[config.mk]
export PLATFORM = sky130hd
export DESIGN_NAME = uart_rx_fifo
export DESIGN_NICKNAME = d
export VERILOG_FILES = /design/src/rtl/uart_rx_fifo.sv
export SDC_FILE = /design/constraint.sdc
export NUM_CORES = 1
export LEC_CHECK = 0
export ABC_AREA = 0
export CORE_UTILIZATION = 68
export CTS_CLUSTER_SIZE = 10
export DETAILED_ROUTE_END_ITERATION = 16
export DONT_BUFFER_PORTS = 1
export GPL_TIMING_DRIVEN = 1
export PLACE_DENSITY = 0.83
export SYNTH_ARGS = -nofsm -noshare
export SYNTH_HDL_FRONTEND = slang
export SYNTH_SLANG_ARGS = --single-unit
[constraint.sdc]
create_clock -name clk -period 9 [get_ports clk]
set_input_delay 0.9 -clock clk [delete_from_list [all_inputs] [get_ports clk]]
set_output_delay 0.9 -clock clk [all_outputs]
set_load 0.05 [all_outputs]
[src/rtl/uart_rx_fifo.sv]
// uart_rx_fifo: 8N1 UART receiver feeding a first-word-fall-through receive FIFO.
// Ports:
//   clk, reset (async, active-high), rxd (raw serial line, idle high)
//   rd_en (pop strobe), rd_data (FIFO head), rx_valid (not empty), rx_count (bytes held)
//   overrun, frame_err (sticky error flags), clr_err (clears both flags)
module uart_rx_fifo #(
   parameter int CLKS_PER_BIT = 868,
   parameter int FIFO_AW      = 3
) (
   input  logic               clk,
   input  logic               reset,
   input  logic               rxd,
   input  logic               rd_en,
   output logic [7:0]         rd_data,
   output logic               rx_valid,
   output logic [FIFO_AW:0]   rx_count,
   output logic               overrun,
   output logic               frame_err,
   input  logic               clr_err
);

   localparam int CW    = $clog2(CLKS_PER_BIT);
   localparam int DEPTH = 2 ** FIFO_AW;

   localparam logic [CW-1:0] HALF_BIT = CW'(CLKS_PER_BIT / 2 - 1);
   localparam logic [CW-1:0] ONE_BIT  = CW'(CLKS_PER_BIT - 1);
   localparam logic [CW-1:0] CNT_ONE  = CW'(1);
   localparam logic [FIFO_AW:0] DEPTH_C = (FIFO_AW + 1)'(DEPTH);
   localparam logic [FIFO_AW:0] PTR_ONE = (FIFO_AW + 1)'(1);

   typedef enum logic [1:0] {
      IDLE,
      START,
      DATA,
      STOP
   } state_t;

   logic            sync1;
   logic            rxs;
   state_t          state;
   logic [CW-1:0]   cnt;
   logic [2:0]      idx;
   logic [7:0]      shreg;
   logic            brk;

   logic [FIFO_AW:0] wr_ptr;
   logic [FIFO_AW:0] rd_ptr;
   logic [FIFO_AW:0] count;
   logic [7:0]       mem [DEPTH];

   logic            tick0;
   logic            push;
   logic            ferr_ev;
   logic            full;
   logic            empty;
   logic            pop;
   logic            wr_ok;

   // Two-flop synchronizer; flops reset high so the line looks idle.
   always_ff @(posedge clk or posedge reset) begin
      if (reset) begin
         sync1 <= 1'b1;
         rxs   <= 1'b1;
      end else begin
         sync1 <= rxd;
         rxs   <= sync1;
      end
   end

   always_ff @(posedge clk or posedge reset) begin
      if (reset) begin
         state <= IDLE;
         cnt   <= '0;
         idx   <= '0;
         shreg <= '0;
         brk   <= 1'b0;
      end else begin
         case (state)
            IDLE: begin
               if (!rxs) begin
                  state <= START;
                  cnt   <= HALF_BIT;
               end
            end
            START: begin
               if (cnt != '0) begin
                  cnt <= cnt - CNT_ONE;
               end else if (rxs) begin
                  state <= IDLE;
               end else begin
                  state <= DATA;
                  cnt   <= ONE_BIT;
                  idx   <= 3'd0;
               end
            end
            DATA: begin
               if (cnt != '0) begin
                  cnt <= cnt - CNT_ONE;
               end else begin
                  shreg[idx] <= rxs;
                  cnt        <= ONE_BIT;
                  idx        <= idx + 3'd1;
                  if (idx == 3'd7) begin
                     state <= STOP;
                  end
               end
            end
            STOP: begin
               // brk: stop bit was low; hold here until the line idles.
               if (brk) begin
                  if (rxs) begin
                     brk   <= 1'b0;
                     state <= IDLE;
                  end
               end else if (cnt != '0) begin
                  cnt <= cnt - CNT_ONE;
               end else if (rxs) begin
                  state <= IDLE;
               end else begin
                  brk <= 1'b1;
               end
            end
            default: state <= IDLE;
         endcase
      end
   end

   assign tick0   = (state == STOP) && !brk && (cnt == '0);
   assign push    = tick0 && rxs;
   assign ferr_ev = tick0 && !rxs;

   assign count = wr_ptr - rd_ptr;
   assign full  = (count == DEPTH_C);
   assign empty = (count == '0);
   assign pop   = rd_en && !empty;
   // A pop in the same cycle frees the slot for a push into a full FIFO.
   assign wr_ok = push && (!full || pop);

   always_ff @(posedge clk) begin
      if (wr_ok) begin
         mem[wr_ptr[FIFO_AW-1:0]] <= shreg;
      end
   end

   always_ff @(posedge clk or posedge reset) begin
      if (reset) begin
         wr_ptr <= '0;
         rd_ptr <= '0;
      end else begin
         if (wr_ok) begin
            wr_ptr <= wr_ptr + PTR_ONE;
         end
         if (pop) begin
            rd_ptr <= rd_ptr + PTR_ONE;
         end
      end
   end

   // Set follows clear so a coincident error event leaves the flag set.
   always_ff @(posedge clk or posedge reset) begin
      if (reset) begin
         overrun   <= 1'b0;
         frame_err <= 1'b0;
      end else begin
         if (clr_err) begin
            overrun   <= 1'b0;
            frame_err <= 1'b0;
         end
         if (push && full && !pop) begin
            overrun <= 1'b1;
         end
         if (ferr_ev) begin
            frame_err <= 1'b1;
         end
      end
   end

   assign rd_data  = mem[rd_ptr[FIFO_AW-1:0]];
   assign rx_valid = !empty;
   assign rx_count = count;

endmodule

==> results of run 1 <==
-- Yosys cell counts (6+ instances only) --
cell type	instances	area, um^2
nand2_1	38	143
dfrtp_1	34	851
a21oi_1	16	80.1
mux4_2	16	360
o21ai_0	7	35.0
mux2_2	9	101
a22o_1	7	61.3
nor2_1	9	33.8
edfxtp_1	64	1920
ha_1	14	175
nor4_1	7	43.8
xnor2_1	6	52.6
clkbuf_1	8	30.0
inv_1	16	60.1
-- flip-flops by register name (all words and copies together) (netlist names), named ones only --
register	count
rd_ptr	4
brk	1
shreg	8
mem	64
cnt	10
rxs	1
sync1	1
wr_ptr	4
frame_err	1
state	1
idx	3
overrun	1
-- how the worst max path moves through the flow --
stage	from	end	cells past startpoint
after CTS	rd_ptr[1]$_DFFE_PP0P_	rx_valid	4
after global placement	rd_ptr[1]$_DFFE_PP0P_	mem[1][4]$_DFFE_PP_	7
after global routing	rd_ptr[1]$_DFFE_PP0P_	mem[5][0]$_DFFE_PP_	7
after floorplan	rd_ptr[1]$_DFFE_PP0P_	mem[0][0]$_DFFE_PP_	10
final	rd_ptr[1]$_DFFE_PP0P_	rx_valid	4
after detailed placement	rd_ptr[1]$_DFFE_PP0P_	mem[5][5]$_DFFE_PP_	7
-- layout make-up --
| type | count | area share [%] |
|---|---|---|
| Clock inverter | 5 | 1.22 |
| Multi-Input combinational cell | 207 | 34.5 |
| Inverter | 17 | 1.29 |
| Clock buffer | 11 | 2.66 |
| Sequential cell | 100 | 57.3 |
| Timing Repair Buffer | 7 | 1.07 |
| Tap cell | 77 | 1.95 |
-- cell families (layout without fill, tap and decap cells) --
kind of cell | Yosys count | after routing | share of synthesized area (%)
buf+inv | 30 | 40 | 2.66
fa+ha+maj | 15 | 15 | 4.20
flops | 100 | 100 | 60.7
simple gates | 101 | 101 | 11.8
compound gates | 58 | 58 | 9.06
mux | 26 | 26 | 10.2
xor+xnor | 7 | 7 | 1.32
-- power by group through the flow --
stage | Clock [mW] | Combinational (mW) | Sequential [mW]
final | 0.277 | 0.257 | 0.525
after CTS | 0.281 | 0.260 | 0.525
after global placement | 0 | 0.254 | 0.534
after detailed placement | 0 | 0.259 | 0.535
after global routing | 0.297 | 0.277 | 0.529
after floorplan | 0 | 0.250 | 0.510
-- per-layer routing --
layer	up-vias	part of all wire (%)	GRT usage, %
met5	-	0	0
met4	0	1.7	9.86
met3	12	6.3	5.31
met2	99	49	45.6
met1	1386	43	35.8
li1	1290	-	-
-- metrics by stage --
step	power, mW	std cells	setup slack, ns
6_report	1.06	424	5.08
3_5_place_dp	0.794	408	5.12
4_1_cts	1.07	424	5.08
2_1_floorplan	0.760	337	5.19
3_3_place_gp	0.788	408	5.20
5_1_grt	1.10	424	4.81
-- worst register-to-register path, stage by stage (launching register included) --
cell      delay [ns]
dfrtp_1         0.84
inv_1           0.19
fa_1            0.90
nor2b_1         0.15
nand2_1         0.13
a211oi_2        0.08
nand2b_1        0.34
nor3_1          0.90
==> impl_metrics.toml, run 1 <==
[synth]
synthArstFlopShare_pct = 36.0
synth.ff_latch_count = 100
synth_area_um2 = 4650
yosysWarnings = 0
synth_top_flop_cell = "edfxtp_1"
post_synthesis_sequential_area_ratio_pct = 60.7
post_synthesis_net_count = 357
synth_cell_type_count = 57
syn-mean-instance-area_um2 = 13.8
syn-instance-count = 337
synth_enable_flop_cells = 64

[power]
power-per-cell-area_nw_per_um2 = 215
power.ir.vdd_worst_uv = 137
internal-power_uw = 706
total_leakage_power_nw = 2.05
netSwitchingFraction_pct = 33.3
combinationalPowerShare_pct = 24.3
share_seq_of_total_power_pct = 49.5
power.share.clock_pct = 26.2
power.switching_uw = 353

[layout]
multi_input_area_um2 = 1700
drive_gt1_share_pct = 17.9
fillCellCount = 386
final_standard_cell_utilization_of_the_core_pct = 76.4
antennaDiodeCount = 0
final_common_cell = "edfxtp_1"
sequential_cell_area_um2 = 2830
nets = 362
area_delta_synth_final_pct = 6.02
final_design_instance_area_without_fill_um2 = 4930
leading_cell_types_in_the_layout_fill_and_taps_excluded = "edfxtp_1, nand2_1, dfrtp_1"

[clock_network]
post_cts_resize_count = 0
clk_root_buffer_cell = "clkbuf_8"
cts_buffers = 9
cts_hold_buf = 0
clock_insertion_delay_worst_skew_ns = 0.36
clk_transition_reported_paths_ns = 0.09
cts_tree = "built"
h-tree-depth = 3
cts_sinks = 100
cts.repair_timing.setup_buffer_count = 0
cts.path.max_buffers = 2

[die]
rows = 29
chipWidth_um = 84.7
die-height_um = 84.7
floorplan.core_area_um2 = 6460
num_io_pins = 20
initial_util_pct = 72.0
die-area_um2 = 7180

[critical_path]
worstSetupStartpointType = "flop"
cpMaxStageDelayCell = "dfrtp_1"
path_max_fanout = 20
worstSetupPathType = "flop to primary output"
path_cells = "inv_1, fa_1, nor2b_1, nand4_1"
required_ns = 8.10
slowest_delay_ns = 0.84
worst_setup_path_end_kind = "primary output"
regToRegStartpoint = "rd_ptr[1]$_DFFE_PP0P_"
timing.critical_path.max_delay_family = "simple AND/OR/NAND/NOR gates"
crit-reg2reg-capture = "mem[5][2]$_DFFE_PP_"
ff2ff_setup_slack_ns = 5.11
r2r_cells = 7
critical_path.n_buffers_inverters = 1
arrival_ns = 3.02

[sta]
period_share_pct = 43.5
maximum_achievable_frequency_mhz = 255
timing.clock.skew_ns = 0.0133
timing.final.setup_violations = 0
hold_ws_ns = 0.345
setup_repair_after_global_routing_missed_its_margin = "false"
timing.slew.headroom_pct = 30.9
hold_viol = 0
slew_viol_final = 0
setup_total_negative_slack_ns = 0
worst_slew_pin_slew_ns = 1.03
finalCriticalPeriod_ns = 3.92

[route]
drt_first_pass_iters = 13
drc_errors = 2
num_vias = 2787
routed_wirelength_mm = 8.72
route.antenna.remaining_nets = 0
initialDrtViolationCount = 204
drt-wirelength-per-cell_um = 20.6
post_drt_via_cell_ratio = 6.57

[placement]
place_congestion = 0.829
dp_hpwl_mm = 6.20
place_area_um2 = 4740
total_of_buffers_placed_on_input_and_output_ports = 0

[min_path]
hold_path.startpoint = "sync1$_DFF_PP1_"
timing.hold.worst_path_depth = 0
min_to = "rxs$_DFF_PP1_"
min-delay-path-class = "flop to flop"

[global_route]
groute.usage.overall_pct = 27.2
first_global_vias = 2825
wire_length_of_the_first_global_routing_pass_mm = 14.4
grt_antenna_before_repair = 0
grt_remaining_overflow = 0
grt_start_max_net_pins = 37

[flow_run]
drv.max_cap_violation_count = 0

[run_status]
failed_checks = "DRC"
status = "complete, but fails checks"
Note: power is estimated with default switching activity, not from simulation.
==> run 2, diff against run 1 <==
Settings changed: CORE_UTILIZATION 68 to 57, PLACE_DENSITY 0.83 to 0.74.
Clock period 9 ns to 3.4 ns, I/O delays scaled along.
==> run 2 against run 1 <==
Effect of this change:
- the flow now finishes without violations
- total power rose to 2.7 times the previous value
- register-to-register slack worse by 4.8 ns
- sequential power grew to 2.5 times the previous value
- non-clock buffer count rose by 7
- via count decreased by 0.65%
- combinational power grew to 3.2 times the previous value
- sequential cell count stayed put
- global-route usage decreased by 3.9 points
- critical path type is now flop to flop
- die area is 19% higher
- worst hold slack worse by 0.19 ns
- highest routed layer unchanged
- first-iteration DRC count shrank 23%
- final area rose by 2.3%
- largest power group unchanged
==> impl_metrics.toml, run 2 (same netlist as run 1, synthesis figures left out) <==
[die]
floorplan.core_area_um2 = 7810
die-height_um = 92.3
chipWidth_um = 92.3
num_io_pins = 20
die-area_um2 = 8530
initial_util_pct = 59.6
rows = 32

[sta]
worst_slew_pin_slew_ns = 1.21
slew_viol_final = 0
setup_total_negative_slack_ns = 0
finalCriticalPeriod_ns = 3.13
maximum_achievable_frequency_mhz = 319
timing.final.setup_violations = 0
timing.clock.skew_ns = 0.0139
period_share_pct = 92.2
setup_repair_after_global_routing_missed_its_margin = "false"
timing.slew.headroom_pct = 18.5
hold_viol = 0

[placement]
dp_hpwl_mm = 6.35
dpl.cell_count = 438
place_congestion = 0.856
total_of_buffers_placed_on_input_and_output_ports = 0

[clock_network]
cts.path.max_buffers = 2
cts_buffers = 9
clock_insertion_delay_worst_skew_ns = 0.36
post_cts_resize_count = 0
h-tree-depth = 3
clk_root_buffer_cell = "clkbuf_8"
cts_tree = "built"
cts.repair_timing.setup_buffer_count = 0
clk_transition_reported_paths_ns = 0.09
cts_sinks = 100

[critical_path]
ff2ff_setup_slack_ns = 0.27
critical_path.n_buffers_inverters = 0
cpMaxStageDelayCell = "nor3_1"
path_max_fanout = 8
required_ns = 3.38
timing.critical_path.max_delay_family = "simple AND/OR/NAND/NOR gates"
arrival_ns = 3.11
worstSetupStartpointType = "flop"
slowest_delay_ns = 1.00
worstSetupPathType = "flop to flop"
path_cells = "ha_1, and3b_1, o22ai_1, a211oi_2, nand2b_1, nor3_1"
worst_setup_path_end_kind = "flop"

[layout]
post_layout_nonfiller_instances = 456
area_delta_synth_final_pct = 8.50
leading_cell_types_in_the_layout_fill_and_taps_excluded = "edfxtp_1, nand2_1, dfrtp_1"
largest_reg_flops = 64
drive_gt1_share_pct = 20.9
antennaDiodeCount = 0
final_common_cell = "edfxtp_1"
nets = 369

[route]
drt-wirelength-per-cell_um = 19.5
drt_first_pass_iters = 4
routed_wirelength_mm = 8.89
num_vias = 2769
route.antenna.remaining_nets = 0
drc_errors = 0
initialDrtViolationCount = 157
post_drt_via_cell_ratio = 6.07

[global_route]
groute.usage.overall_pct = 23.3
grt_antenna_before_repair = 0
grt_start_max_net_pins = 37
grt_remaining_overflow = 0
wire_length_of_the_first_global_routing_pass_mm = 14.9
first_global_vias = 2870

[power]
power.share.clock_pct = 24.4
combinationalPowerShare_pct = 28.9
power-per-cell-area_nw_per_um2 = 565
internal-power_mw = 1.88
totalPowerFinal_mw = 2.85
power.ir.vdd_worst_uv = 329
power.switching_uw = 974
total_leakage_power_nw = 2.08
share_seq_of_total_power_pct = 46.7
netSwitchingFraction_pct = 34.1

[flow_run]
drv.max_cap_violation_count = 0

[run_status]
status = "completed"

[min_path]
min-delay-path-class = "primary input to flop"
run 2: path summary, 6_finish.rpt:
check | from | endpoint | cells after the start
worst min-delay path | rd_en | rd_ptr[2]$_DFFE_PP0P_ | 2
max in group asynchronous | reset | rxs$_DFF_PP1_ | 3
worst min register to register | sync1$_DFF_PP1_ | rxs$_DFF_PP1_ | 0
worst max-delay path | wr_ptr[2]$_DFFE_PP0P_ | mem[1][3]$_DFFE_PP_ | 6
min in group asynchronous | reset | wr_ptr[3]$_DFFE_PP0P_ | 3
worst max register to register | wr_ptr[2]$_DFFE_PP0P_ | mem[1][3]$_DFFE_PP_ | 6
run 2: final cells by class:
class	count	area (um^2)
clock buffer	11	141
clock inverter	5	42.5
fill	580	2760
inverter	17	63.8
multi-input combinational	207	1740
sequential	100	2830
tap	102	128
timing repair buffer	14	110
run 2: what timing repair did:
action                     CTS  global route
setup endpoints to repair    0             0
hold endpoints to repair    35             0
hold buffers                 2             0
run 2: worst reg2reg max path, stage by stage, from the launching register on:
cell and delay [ns]:
dfrtp_1 0.49, ha_1 0.38, and3b_1 0.21, o22ai_1 0.29, a211oi_2 0.14, nand2b_1 0.26
nor3_1 1.00
run 2: per-layer routing:
metal / up-vias / part of all wire, % / track usage [%]
li1: 1310 / - / -
met1: 1385 / 43 / 30.3
met2: 64 / 51 / 39.5
met3: 10 / 4.5 / 6.16
met4: 0 / 1.3 / 4.95
met5: - / 0 / 0
run 2: per-stage QoR:
| step | util (%) | hold WS, ns | setup slack (ns) | instance area (um^2) |
|---|---|---|---|---|
| 6_report | 64.6 | 0.157 | 0.265 | 5050 |
| 4_1_cts | 64.6 | 0.145 | 0.237 | 5050 |
| 3_3_place_gp | 62.0 | 0.345 | 0.363 | 4840 |
| 2_1_floorplan | - | 0.344 | -0.0735 | 4690 |
| 3_5_place_dp | 62.0 | 0.345 | 0.261 | 4840 |
| 5_1_grt | 64.6 | 0.143 | 0.0696 | 5050 |
run 2: power groups by stage:
| stage | combinational [mW] | sequential (mW) | clock (mW) |
|---|---|---|---|
| after CTS | 0.833 | 1.33 | 0.716 |
| after global placement | 0.819 | 1.36 | 0 |
| after floorplan | 0.667 | 1.35 | 0 |
| after detailed placement | 0.831 | 1.36 | 0 |
| after global routing | 0.887 | 1.34 | 0.761 |
| final | 0.824 | 1.33 | 0.697 |
